--- config.mk ---
export PLATFORM = sky130hd
export DESIGN_NAME = trap_seq
export DESIGN_NICKNAME = d
export VERILOG_FILES = /design/src/rtl/trap_seq_pkg.sv /design/src/rtl/trap_seq_irq_prio.sv /design/src/rtl/trap_seq.sv
export SDC_FILE = /design/constraint.sdc
export NUM_CORES = 1
export LEC_CHECK = 0
export BUFFER_PORTS_ARGS = -buffer_cell sky130_fd_sc_hd__buf_4
export CAP_MARGIN = 15
export CORE_MARGIN = 3
export CORE_UTILIZATION = 45
export CTS_CLUSTER_SIZE = 10
export DETAILED_ROUTE_END_ITERATION = 16
export GPL_TIMING_DRIVEN = 0
export HOLD_SLACK_MARGIN = 0.12
export PLACE_DENSITY = 0.81
export SYNTH_ARGS = -nofsm -noshare
export SYNTH_HDL_FRONTEND = slang
export SYNTH_SLANG_ARGS = --single-unit
--- constraint.sdc ---
create_clock -name clk_i -period 2.35 [get_ports clk_i]
set_input_delay 0.3525 -clock clk_i [delete_from_list [all_inputs] [get_ports clk_i]]
set_output_delay 0.3525 -clock clk_i [all_outputs]
set_load 0.03 [all_outputs]
--- src/rtl/trap_seq_pkg.sv ---
// trap_seq_pkg: shared encodings for the machine-mode trap sequencer.
//   - sequencer state encoding
//   - mstatus bit positions (MIE, MPIE, MPP)
//   - exception / interrupt cause codes and irq_i bit positions
//   - privilege mode encodings
//   - helper deciding whether interrupts are globally enabled
package trap_seq_pkg;

  typedef enum logic [2:0] {
    ST_IDLE    = 3'd0,
    ST_FLUSH   = 3'd1,
    ST_SAVE    = 3'd2,
    ST_RESTORE = 3'd3,
    ST_REDIR   = 3'd4
  } trap_state_e;

  // mstatus field positions
  localparam int MSTATUS_MIE    = 3;
  localparam int MSTATUS_MPIE   = 7;
  localparam int MSTATUS_MPP_LO = 11;
  localparam int MSTATUS_MPP_HI = 12;

  // Synchronous exception codes
  localparam logic [4:0] EXC_INST_MISALIGN = 5'd0;
  localparam logic [4:0] EXC_ILLEGAL_INST  = 5'd2;
  localparam logic [4:0] EXC_ECALL_U       = 5'd8;
  localparam logic [4:0] EXC_ECALL_M       = 5'd11;

  // Interrupt codes
  localparam logic [4:0] IRQ_MSI = 5'd3;
  localparam logic [4:0] IRQ_MTI = 5'd7;
  localparam logic [4:0] IRQ_MEI = 5'd11;

  // Bit positions inside irq_i / mie_i = {meip, mtip, msip}
  localparam int IRQ_BIT_MSI = 0;
  localparam int IRQ_BIT_MTI = 1;
  localparam int IRQ_BIT_MEI = 2;

  // Privilege modes
  localparam logic [1:0] MODE_U = 2'b00;
  localparam logic [1:0] MODE_M = 2'b11;

  // M-mode honours mstatus.MIE; U-mode is always interruptible by M-level sources.
  function automatic logic irq_globally_enabled(input logic [1:0] mode, input logic mie);
    return ((mode == MODE_M) && mie) || (mode == MODE_U);
  endfunction

endpackage

--- src/rtl/trap_seq_irq_prio.sv ---
// trap_irq_prio: masks raw interrupt lines with mie and the global enable,
// then picks one source with priority MEI > MSI > MTI.
// Ports:
//   i_irq         {meip, mtip, msip} raw pending lines
//   i_mie         {MEIE, MTIE, MSIE} per-source enables
//   i_cur_mode    current privilege mode
//   i_mstatus_mie mstatus.MIE
//   o_valid       an enabled interrupt is pending
//   o_cause       its cause code (3, 7 or 11)
module trap_irq_prio
  import trap_seq_pkg::*;
(
  input  logic [2:0] i_irq,
  input  logic [2:0] i_mie,
  input  logic [1:0] i_cur_mode,
  input  logic       i_mstatus_mie,
  output logic       o_valid,
  output logic [4:0] o_cause
);

  logic [2:0] w_enabled;

  assign w_enabled = i_irq & i_mie & {3{irq_globally_enabled(i_cur_mode, i_mstatus_mie)}};

  // Fixed-priority selection; note MSI outranks MTI despite its lower bit index.
  always_comb begin
    o_valid = 1'b0;
    o_cause = 5'd0;
    if (w_enabled[IRQ_BIT_MEI]) begin
      o_valid = 1'b1;
      o_cause = IRQ_MEI;
    end else if (w_enabled[IRQ_BIT_MSI]) begin
      o_valid = 1'b1;
      o_cause = IRQ_MSI;
    end else if (w_enabled[IRQ_BIT_MTI]) begin
      o_valid = 1'b1;
      o_cause = IRQ_MTI;
    end else begin
      o_valid = 1'b0;
      o_cause = 5'd0;
    end
  end

endmodule

--- src/rtl/trap_seq.sv ---
// trap_seq: machine-mode trap entry / MRET exit sequencer.
// Accepts one exception, interrupt or MRET in IDLE, flushes the pipeline,
// writes the trap CSRs (or restores mstatus for MRET) and redirects fetch.
// Ports:
//   clk_i, rst_ni                 clock, async active-low reset
//   exc_valid_i/cause/pc/tval     synchronous exception request
//   mret_i                        MRET retired
//   irq_i, mie_i                  interrupt pending lines and enables
//   mstatus_i, mtvec_i, mepc_i    current CSR values
//   cur_mode_i                    current privilege mode
//   irq_pc_i                      PC saved as mepc on interrupts
//   pipe_idle_i, redir_ready_i    pipeline drained / fetch accepts redirect
//   busy_o, flush_o               sequencer active / kill in-flight work
//   csr_we_o, *_wd_o              CSR strobes {mstatus, mtval, mcause, mepc} and data
//   redir_valid_o, redir_pc_o     fetch redirect request and target
module trap_seq
  import trap_seq_pkg::*;
#(
  parameter int XLEN   = 32,
  parameter bit VEC_EN = 1'b1
) (
  input  logic            clk_i,
  input  logic            rst_ni,
  input  logic            exc_valid_i,
  input  logic [4:0]      exc_cause_i,
  input  logic [XLEN-1:0] exc_pc_i,
  input  logic [XLEN-1:0] exc_tval_i,
  input  logic            mret_i,
  input  logic [2:0]      irq_i,
  input  logic [2:0]      mie_i,
  input  logic [XLEN-1:0] mstatus_i,
  input  logic [XLEN-1:0] mtvec_i,
  input  logic [XLEN-1:0] mepc_i,
  input  logic [1:0]      cur_mode_i,
  input  logic [XLEN-1:0] irq_pc_i,
  input  logic            pipe_idle_i,
  input  logic            redir_ready_i,
  output logic            busy_o,
  output logic            flush_o,
  output logic [3:0]      csr_we_o,
  output logic [XLEN-1:0] mepc_wd_o,
  output logic [XLEN-1:0] mcause_wd_o,
  output logic [XLEN-1:0] mtval_wd_o,
  output logic [XLEN-1:0] mstatus_wd_o,
  output logic            redir_valid_o,
  output logic [XLEN-1:0] redir_pc_o
);

  // Trap entry: stack MIE into MPIE, mask interrupts, record the trapping mode.
  function automatic logic [XLEN-1:0] f_mstatus_enter(input logic [XLEN-1:0] ms,
                                                      input logic [1:0]      mode);
    logic [XLEN-1:0] v;
    v = ms;
    v[MSTATUS_MPIE] = ms[MSTATUS_MIE];
    v[MSTATUS_MIE]  = 1'b0;
    v[MSTATUS_MPP_HI:MSTATUS_MPP_LO] = mode;
    return v;
  endfunction

  // MRET: pop MPIE back into MIE, set MPIE, drop MPP to the least privileged mode.
  function automatic logic [XLEN-1:0] f_mstatus_mret(input logic [XLEN-1:0] ms);
    logic [XLEN-1:0] v;
    v = ms;
    v[MSTATUS_MIE]  = ms[MSTATUS_MPIE];
    v[MSTATUS_MPIE] = 1'b1;
    v[MSTATUS_MPP_HI:MSTATUS_MPP_LO] = MODE_U;
    return v;
  endfunction

  trap_state_e     r_state;
  logic [4:0]      r_cause;
  logic [XLEN-1:0] r_pc;
  logic [XLEN-1:0] r_tval;
  logic            r_is_irq;
  logic            r_is_mret;

  logic            r_busy;
  logic            r_flush;
  logic [3:0]      r_csr_we;
  logic [XLEN-1:0] r_mepc_wd;
  logic [XLEN-1:0] r_mcause_wd;
  logic [XLEN-1:0] r_mtval_wd;
  logic [XLEN-1:0] r_mstatus_wd;
  logic            r_redir_valid;
  logic [XLEN-1:0] r_redir_pc;

  logic            w_irq_valid;
  logic [4:0]      w_irq_cause;
  logic [XLEN-1:0] w_vec_offset;
  logic [XLEN-1:0] w_trap_target;
  logic [XLEN-1:0] w_mret_target;
  logic [XLEN-1:0] w_mepc_save;
  logic [XLEN-1:0] w_mcause_save;

  trap_irq_prio u_irq_prio (
    .i_irq         (irq_i),
    .i_mie         (mie_i),
    .i_cur_mode    (cur_mode_i),
    .i_mstatus_mie (mstatus_i[MSTATUS_MIE]),
    .o_valid       (w_irq_valid),
    .o_cause       (w_irq_cause)
  );

  // Vectored mode only applies to interrupts; exceptions always go to the base.
  assign w_vec_offset  = (VEC_EN && (mtvec_i[1:0] == 2'b01) && r_is_irq)
                         ? XLEN'({r_cause, 2'b00}) : {XLEN{1'b0}};
  assign w_trap_target = (mtvec_i & ~XLEN'(2'b11)) + w_vec_offset;
  assign w_mret_target = mepc_i & ~XLEN'(1'b1);
  assign w_mepc_save   = r_pc & ~XLEN'(1'b1);
  assign w_mcause_save = {r_is_irq, {(XLEN-6){1'b0}}, r_cause};

  // Sequencer: arbitration, event capture, state walk and registered outputs.
  always_ff @(posedge clk_i or negedge rst_ni) begin
    if (!rst_ni) begin
      r_state       <= ST_IDLE;
      r_cause       <= 5'd0;
      r_pc          <= {XLEN{1'b0}};
      r_tval        <= {XLEN{1'b0}};
      r_is_irq      <= 1'b0;
      r_is_mret     <= 1'b0;
      r_busy        <= 1'b0;
      r_flush       <= 1'b0;
      r_csr_we      <= 4'b0000;
      r_mepc_wd     <= {XLEN{1'b0}};
      r_mcause_wd   <= {XLEN{1'b0}};
      r_mtval_wd    <= {XLEN{1'b0}};
      r_mstatus_wd  <= {XLEN{1'b0}};
      r_redir_valid <= 1'b0;
      r_redir_pc    <= {XLEN{1'b0}};
    end else begin
      case (r_state)
        ST_IDLE: begin
          if (exc_valid_i) begin
            r_cause   <= exc_cause_i;
            r_pc      <= exc_pc_i;
            r_tval    <= exc_tval_i;
            r_is_irq  <= 1'b0;
            r_is_mret <= 1'b0;
            r_state   <= ST_FLUSH;
            r_busy    <= 1'b1;
            r_flush   <= 1'b1;
          end else if (w_irq_valid) begin
            r_cause   <= w_irq_cause;
            r_pc      <= irq_pc_i;
            r_tval    <= {XLEN{1'b0}};
            r_is_irq  <= 1'b1;
            r_is_mret <= 1'b0;
            r_state   <= ST_FLUSH;
            r_busy    <= 1'b1;
            r_flush   <= 1'b1;
          end else if (mret_i) begin
            r_cause   <= 5'd0;
            r_pc      <= {XLEN{1'b0}};
            r_tval    <= {XLEN{1'b0}};
            r_is_irq  <= 1'b0;
            r_is_mret <= 1'b1;
            r_state   <= ST_FLUSH;
            r_busy    <= 1'b1;
            r_flush   <= 1'b1;
          end
        end
        ST_FLUSH: begin
          // Outputs for SAVE/RESTORE are loaded here so they appear in that state.
          if (pipe_idle_i) begin
            r_flush <= 1'b0;
            if (r_is_mret) begin
              r_state      <= ST_RESTORE;
              r_csr_we     <= 4'b1000;
              r_mstatus_wd <= f_mstatus_mret(mstatus_i);
            end else begin
              r_state      <= ST_SAVE;
              r_csr_we     <= 4'b1111;
              r_mepc_wd    <= w_mepc_save;
              r_mcause_wd  <= w_mcause_save;
              r_mtval_wd   <= r_tval;
              r_mstatus_wd <= f_mstatus_enter(mstatus_i, cur_mode_i);
            end
          end
        end
        ST_SAVE, ST_RESTORE: begin
          // Target is frozen here so later mtvec/mepc changes cannot move it.
          r_state       <= ST_REDIR;
          r_csr_we      <= 4'b0000;
          r_mepc_wd     <= {XLEN{1'b0}};
          r_mcause_wd   <= {XLEN{1'b0}};
          r_mtval_wd    <= {XLEN{1'b0}};
          r_mstatus_wd  <= {XLEN{1'b0}};
          r_redir_valid <= 1'b1;
          r_redir_pc    <= r_is_mret ? w_mret_target : w_trap_target;
        end
        ST_REDIR: begin
          if (redir_ready_i) begin
            r_state       <= ST_IDLE;
            r_busy        <= 1'b0;
            r_redir_valid <= 1'b0;
            r_redir_pc    <= {XLEN{1'b0}};
          end
        end
        default: begin
          r_state       <= ST_IDLE;
          r_busy        <= 1'b0;
          r_flush       <= 1'b0;
          r_csr_we      <= 4'b0000;
          r_redir_valid <= 1'b0;
        end
      endcase
    end
  end

  assign busy_o        = r_busy;
  assign flush_o       = r_flush;
  assign csr_we_o      = r_csr_we;
  assign mepc_wd_o     = r_mepc_wd;
  assign mcause_wd_o   = r_mcause_wd;
  assign mtval_wd_o    = r_mtval_wd;
  assign mstatus_wd_o  = r_mstatus_wd;
  assign redir_valid_o = r_redir_valid;
  assign redir_pc_o    = r_redir_pc;

endmodule
==> results of run 1 <==
## cells by family (layout without fill, tap and decap cells)
kind of cell	count (synthesis)	count (layout)	synth area share, %
simple gates	503	503	23.7
compound gates	230	230	14.2
flops	210	210	53.7
buf+inv	112	631	5.75
xor+xnor	13	13	1.16
fa+ha+maj	6	6	0.844
mux	6	6	0.614
other cells	1	28	0.0383
## worst max-delay path: stages (launching register included)
cell	delay, ns
sky130_fd_sc_hd__dfrtp_1	0.40
sky130_fd_sc_hd__and3b_2	0.25
sky130_fd_sc_hd__and2_4	0.18
sky130_fd_sc_hd__ha_4	0.16
sky130_fd_sc_hd__fa_2	0.36
sky130_fd_sc_hd__a211oi_2	0.26
sky130_fd_sc_hd__o21a_2	0.24
sky130_fd_sc_hd__nor3_2	0.09
sky130_fd_sc_hd__xnor2_1	0.22
sky130_fd_sc_hd__o21ai_1	0.08
## cell usage in the layout, fill, tap and decap left out, types with 9 or more instances in the layout
cell / instances
sky130_fd_sc_hd__buf_4: 384
sky130_fd_sc_hd__nand2_1: 340
sky130_fd_sc_hd__dfrtp_1: 210
sky130_fd_sc_hd__dlygate4sd3_1: 130
sky130_fd_sc_hd__o21ai_0: 94
sky130_fd_sc_hd__a22oi_1: 54
sky130_fd_sc_hd__clkbuf_1: 52
sky130_fd_sc_hd__nand3_1: 51
sky130_fd_sc_hd__o21ai_1: 38
sky130_fd_sc_hd__nand3b_1: 32
sky130_fd_sc_hd__conb_1: 28
sky130_fd_sc_hd__clkbuf_16: 25
sky130_fd_sc_hd__buf_2: 24
sky130_fd_sc_hd__nor2_1: 16
sky130_fd_sc_hd__a21oi_1: 10
sky130_fd_sc_hd__xor2_1: 9
## through the flow
step	power [uW]	utilization, %	setup TNS, ns	setup WS [ns]
global placement	14200	60.4	-121.73	-0.553
CTS	18100	70.7	-0.780	-0.121
finish	18200	70.9	-0.0692	-0.0231
detailed placement	14400	60.6	-10.73	-0.347
global route	19300	70.9	-1.07	-0.108
floorplan	11100	-	0	0.0353
## path summary, 6_finish.rpt
kind	startpoint	slack (ns)	to
max in group asynchronous	rst_ni	0.87	mstatus_wd_o[19]
min in group asynchronous	rst_ni	0.46	mtval_wd_o[13]
max	r_is_irq	-0.02	redir_pc_o[18]
min reg2reg	r_tval[18]	0.47	r_tval[18]
max reg2reg	r_is_irq	-0.02	redir_pc_o[18]
min	irq_pc_i[20]	0.14	r_pc[20]
## power by group
| group | switching [uW] | internal, uW | leakage (uW) | total (uW) |
|---|---|---|---|---|
| combinational | 5780 | 3060 | 0.00440 | 8840 |
| sequential | 888 | 5070 | 0.00270 | 5960 |
| clock | 1430 | 1950 | 0.000335 | 3380 |
| total | 8100 | 10100 | 0.00744 | 18200 |
## flip-flops by register name, summed over array words and instances (netlist names), 2 cells and up
| register | flops |
|---|---|
| r_state | 3 |
| mstatus_wd_o | 32 |
| r_cause | 5 |
| mepc_wd_o | 31 |
| csr_we_o | 2 |
| mtval_wd_o | 32 |
| mcause_wd_o | 6 |
| r_pc | 31 |
| r_tval | 32 |
| redir_pc_o | 31 |
## layer usage
layer	share of wire [%]	global-route usage [%]	vias up
met2	49	48.5	513
met4	4.6	11.9	0
li1	-	-	4700
met5	0	0	-
met3	7.9	5.86	113
met1	38	35.5	4910
## final cells by class
cell class                 instances  area, um^2
fill                            1555        6180
clock inverter                     2        25.0
clock buffer                      31         658
multi-input combinational        786        4180
tap                              275         344
inverter                           7        26.3
timing repair buffer             487        4010
buffer                           104         534
sequential                       210        5260
## repair_timing
item | in CTS | in global routing
setup buffers | 9 | 3
endpoints found under the hold margin | 213 | 0
hold buffers | 130 | 0
cloned | 0 | 0
resized for setup | 18 | 9
pin swaps | 17 | 13
setup endpoints to repair | 92 | 59
==> results.md, run 1 <==
- Status: finished, violations left
- Failing checks: setup timing
- Endpoint type of the worst setup path: flop
- Leakage Power: 0.00744 uW
- Dominant cell type by area after synthesis: sky130_fd_sc_hd__dfrtp_1
- TritonCTS clock tree: yes
- Cell row count: 53
- Max Cap Violations: 0
- Distinct cell type count of the synthesized netlist: 61
- Mean area per synthesized cell: 9.05 um^2
- Max Clock Skew: 0.0152 ns
- Overall die area: 0.0236 mm^2
- Final instance area: 0.0150 mm^2
- Number of buffers inserted during clock tree synthesis: 25
- Total number of clock tree sinks: 210
- Overall die width: 153 um
- Count of vias placed by the detailed router: 10236
- Power per unit of standard cell area: 1210 mW/mm^2
- Maximum number of pins on one net before global-route repair: 111
- Area growth from synthesis to layout: 53.7%
- Placement-stage cell area: 0.0129 mm^2
- Total GRT Usage: 28.5%
- RSZ-0062 raised after global routing: yes
- Die Ht: 153 um
- Total congestion overflow after global routing: 0
- Floorplan core area: 0.0212 mm^2
- DRC Markers: 0
- Reg2reg path depth: 9
- Initial antenna violation count: 0
- Element type at the critical path start: flop
- Final Max Slew Viols: 0
- Shortest period the worst path allows: 2.37 ns
- Main flop type after synthesis: sky130_fd_sc_hd__dfrtp_1
- Number of warnings issued by yosys: 0
- Synthesis-stage register bit count: 210
- Hold Path Cell Cnt: 3
- Share of final-layout standard cells stronger than drive strength 1: 29.1%
- Post-detailed-route count of antenna-violating nets: 0
- Bufs on Longest Clock Path: 3
- Number of enable flip-flop cells after synthesis: 0
- Initial core utilization: 46.1%
- Transition at the pin with the smallest max-transition slack: 0.773 ns
- # diodes: 0
- Least setup slack across all paths after layout: -0.0231 ns
- Cell with the most instances after synthesis: sky130_fd_sc_hd__nand2_1
- Fraction of synthesized cell area taken by the top area cell type: 53.7%
- Fraction of synthesis flops using an asynchronous set or reset pin: 100%
- Vias in the first global route: 10397
- Hold slack final: 0.137 ns
- Net total in the final layout: 1838
- Leading post-synthesis cells by instance count: 340 x sky130_fd_sc_hd__nand2_1, 210 x sky130_fd_sc_hd__dfrtp_1, 99 x sky130_fd_sc_hd__o21ai_0, 54 x sky130_fd_sc_hd__a22oi_1, 53 x sky130_fd_sc_hd__nand3_1
- DRT iter0 DRCs: 767
- Maximum resistive drop on vdd: 0.783 mV
- Leading post-synthesis cells by cell area: sky130_fd_sc_hd__dfrtp_1 54%, sky130_fd_sc_hd__nand2_1 13%, sky130_fd_sc_hd__o21ai_0 5.1%
- Htree depth: 1
- Routed WL per cell: 18.4 um
- HPWL after DPL: 23.5 mm
- Final worst-path cycle share: 101%
- Worst setup path class: reg2reg
- Clock-pin slew of the registers on the worst-case setup and hold paths: 0.05 ns
- Detailed Routing Iterations Pass 1: 5
- Detailed-route wire length: 35.1 mm
- Slew Limit Headroom: 48.5%
- Non-filler cells, final: 1902
- Global-route wire length before repair: 54.4 mm
- Via density per instance: 5.38
- GP Congestion: 0.881
- Worst min-delay path category: in2reg
- Achievable Freq: 421 MHz
- Number of primary I/O pins: 378
- Clock latency on the worst-skew pair: 0.52 ns
- Buffer type at the clock tree root: sky130_fd_sc_hd__clkbuf_16
- Data required time at the worst endpoint: 2.73 ns
- Post-synthesis instance total: 1081
- Part of the Yosys area used for sequential elements: 53.7%
- Max Fanout on Critical Path: 5
- # port buffers: 344
- Endpoint arrival time on the critical path: 2.76 ns
- Final count of negative-setup-slack endpoints: 6
- Number of cells in the design after placement: 1728
- Endpoints failing hold: 0
- Cell Area, Synth: 0.00979 mm^2
Note: power is estimated with default switching activity, not from simulation.
==> run 2, diff against run 1 <==
- CELL_PAD_IN_SITES_DETAIL_PLACEMENT: unset -> 0
- CELL_PAD_IN_SITES_GLOBAL_PLACEMENT: unset -> 2
- CORE_UTILIZATION: 45 -> 25
- PLACE_DENSITY: 0.81 -> 0.79
==> run 2 against run 1 <==
Net effect: the flow still finishes with violations (setup timing); fmax down 2.6%; count of clock-buffer cells in the layout is 5 higher; worst setup slack got worse by 0.064 ns; critical path depth unchanged; non-clock buffer count rose by 30; global-route usage fell by 11 points; design area up 5.1%; sequential power is 1% lower; sequential cell count unchanged; core utilization shrank 29 points; worst hold slack got worse by 0.0091 ns; total power up 3.0%; largest power group unchanged.
==> results.md, run 2 (synthesized netlist as in run 1, its figures left out) <==
- Core occupancy in the finished layout: 41.5% (-29 points)
- HPWL after DPL: 28.6 mm (+21%)
- Clock-pin slew of the registers on the worst-case setup and hold paths: 0.06 ns (about the same)
- Number of buffers inserted during clock tree synthesis: 27 (+8.0%)
- Net total in the final layout: 1870 (+1.7%)
- Maximum number of pins on one net before global-route repair: 110 (-0.90%)
- Clock network power share: 20.6% (+2.0 points)
- Failing checks: setup timing
- Global-route wire length before repair: 58.9 mm (+8.3%)
- Commonest non-fill, non-tap cells in the layout: 383 x sky130_fd_sc_hd__buf_4, 340 x sky130_fd_sc_hd__nand2_1, 210 x sky130_fd_sc_hd__dfrtp_1
- Achievable Freq: 410 MHz (-2.6%)
- TritonCTS clock tree: yes
- Leakage Power: 0.00764 uW (+2.8%)
- Total GRT Usage: 17.9% (-11 points)
- Via density per instance: 4.49 (-16%)
- Sequential power share: 31.5% (-1.3 points)
- Clock latency on the worst-skew pair: 0.54 ns (+0.02 ns)
- Overall die area: 0.0416 mm^2 (+76%)
- Floorplan core area: 0.0381 mm^2 (+80%)
- Maximum resistive drop on vdd: 0.520 mV (-34%)
- Area growth from synthesis to layout: 61.4%
- Final Max Slew Viols: 0 (unchanged)
- Status: finished, violations left
- Worst setup path class: reg2reg
- Max Fanout on Critical Path: 6 (+1)
- Routed WL per cell: 17.7 um (-4.2%)
- Endpoint arrival time on the critical path: 2.86 ns (+0.10 ns)
- Number of primary I/O pins: 378 (unchanged)
- Slew Limit Headroom: 40.6% (-7.9 points)
- Total congestion overflow after global routing: 0 (unchanged)
- RSZ-0062 raised after global routing: yes
- Detailed-route wire length: 38.4 mm (+9.7%)
- # port buffers: 344 (unchanged)
- Max Clock Skew: 0.0259 ns (+0.0107 ns)
- # diodes: 0 (unchanged)
- Initial core utilization: 25.7% (-20 points)
- Leading cell type in the layout, fill and taps excluded: sky130_fd_sc_hd__buf_4
- Vias in the first global route: 10196 (-1.9%)
- CP max stage delay: 0.41 ns (about the same)
- Power dissipated by switching net loads: 8250 uW (+1.8%)
- Detailed Routing Iterations Pass 1: 5 (unchanged)
- Power Internal: 10500 uW (+4.0%)
- Buffer type at the clock tree root: sky130_fd_sc_hd__clkbuf_16
- Transition at the pin with the smallest max-transition slack: 0.892 ns (+0.119 ns)
- Share of final-layout standard cells stronger than drive strength 1: 29.2% (+0.10 points)
- Switching part of the total power: 44.0% (-0.52 points)
- Max Cap Violations: 0 (unchanged)
- Worst min-delay path category: in2reg
- GP Congestion: 0.809 (-8.1%)
- Cell row count: 71 (+34%)
- Power per unit of standard cell area: 1190 mW/mm^2 (-1.9%)
- Number of cells in the design after placement: 1965 (+14%)
- Post-detailed-route count of antenna-violating nets: 0 (unchanged)
- Total of fill cells in the finished design: 3868 (+150%)
- Final worst-path cycle share: 104% (+2.7 points)
- Initial antenna violation count: 0 (unchanged)
- Htree depth: 1 (unchanged)
- Endpoints failing hold: 0 (unchanged)
- Shortest period the worst path allows: 2.44 ns (+0.0636 ns)
- Die Ht: 204 um (+33%)
- Non-filler cells, final: 2177 (+14%)
- Count of vias placed by the detailed router: 9783 (-4.4%)
- Final count of negative-setup-slack endpoints: 15 (+9)
- Worst-case setup slack after placement: -0.390 ns (-0.0431 ns)
- Total number of clock tree sinks: 210 (unchanged)
- Bufs on Longest Clock Path: 3 (unchanged)
- DRC Markers: 0 (unchanged)
- Least setup slack across all paths after layout: -0.0866 ns (-0.0636 ns)
- DRT iter0 DRCs: 484 (-37%)
- Sequence of cells on the critical path: and3b_2, and2_4, ha_4, fa_2, a211oi_4, o21ai_4, buf_4, and4_1, o31ai_1
- Share of total power in combinational logic: 47.9% (-0.7 points)
- Endpoint type of the worst setup path: flop
- Slowest cell on the critical path: sky130_fd_sc_hd__dfrtp_1
- Element type at the critical path start: flop
- Data required time at the worst endpoint: 2.78 ns (+0.05 ns)
- Overall die width: 204 um (+33%)
run 2: final timing paths:
check	start	end	slack [ns]	depth (start not counted)
max	r_is_irq	redir_pc_o[10]	-0.09	9
min	mtvec_i[8]	redir_pc_o[8]	0.13	3
max in group asynchronous	rst_ni	mtval_wd_o[0]	0.86	3
min in group asynchronous	rst_ni	mstatus_wd_o[9]	0.45	2
min reg2reg	r_tval[29]	r_tval[29]	0.46	2
max reg2reg	r_is_irq	redir_pc_o[10]	-0.09	9
run 2: what timing repair did:
| action | CTS | global route |
|---|---|---|
| endpoints found under the hold margin | 227 | 0 |
| hold buffers | 159 | 0 |
| endpoints found under the setup margin | 23 | 147 |
| gates resized for setup | 24 | 14 |
| pin swaps | 16 | 11 |
| buffers inserted | 6 | 6 |
run 2: worst max-delay path, delay by kind of cell (launching register included):
family,cells,cell delay (ns)
buf+inv,1,0.16
flops,1,0.41
compound gates,3,0.61
simple gates,3,0.59
fa+ha+maj,2,0.54
run 2: area by class of cell:
cell class                 count  area (um^2)  share of cell area, %
timing repair buffer         517         4320                   27.4
buffer                       104          539                   3.41
sequential                   210         5260                   33.3
multi-input combinational    786         4220                   26.7
clock buffer                  36          739                   4.68
inverter                       7         26.3                  0.166
tap                          511          639                   4.05
clock inverter                 6         61.3                  0.388
run 2: power groups by stage:
stage          clock network (uW)  logic (uW)  registers (uW)
3_5_place_dp                    0        8850            5950
2_1_floorplan                   0        3520            7540
6_report                     3860        8970            5900
5_1_grt                      4130        9880            6110
3_3_place_gp                    0        8740            5900
4_1_cts                      3990        9130            5900
run 2: metrics by stage:
stage	area (um^2)	TNS, ns	total power [uW]	hold slack [ns]
floorplan	9900	0	11100	0.0569
global placement	13100	-192.69	14600	0.450
detailed placement	13200	-9.19	14800	0.455
CTS	15700	-2.07	19000	0.120
global route	15800	-2.74	20100	0.134
finish	15800	-0.535	18700	0.128
run 2: metal layers:
metal | GRT usage (%) | up-vias | part of all wire (%)
li1 | - | 4779 | -
met5 | 0 | - | 0
met3 | 3.04 | 50 | 5.9
met1 | 23.1 | 4650 | 43
met2 | 31.6 | 304 | 49
met4 | 4.08 | 0 | 2.1
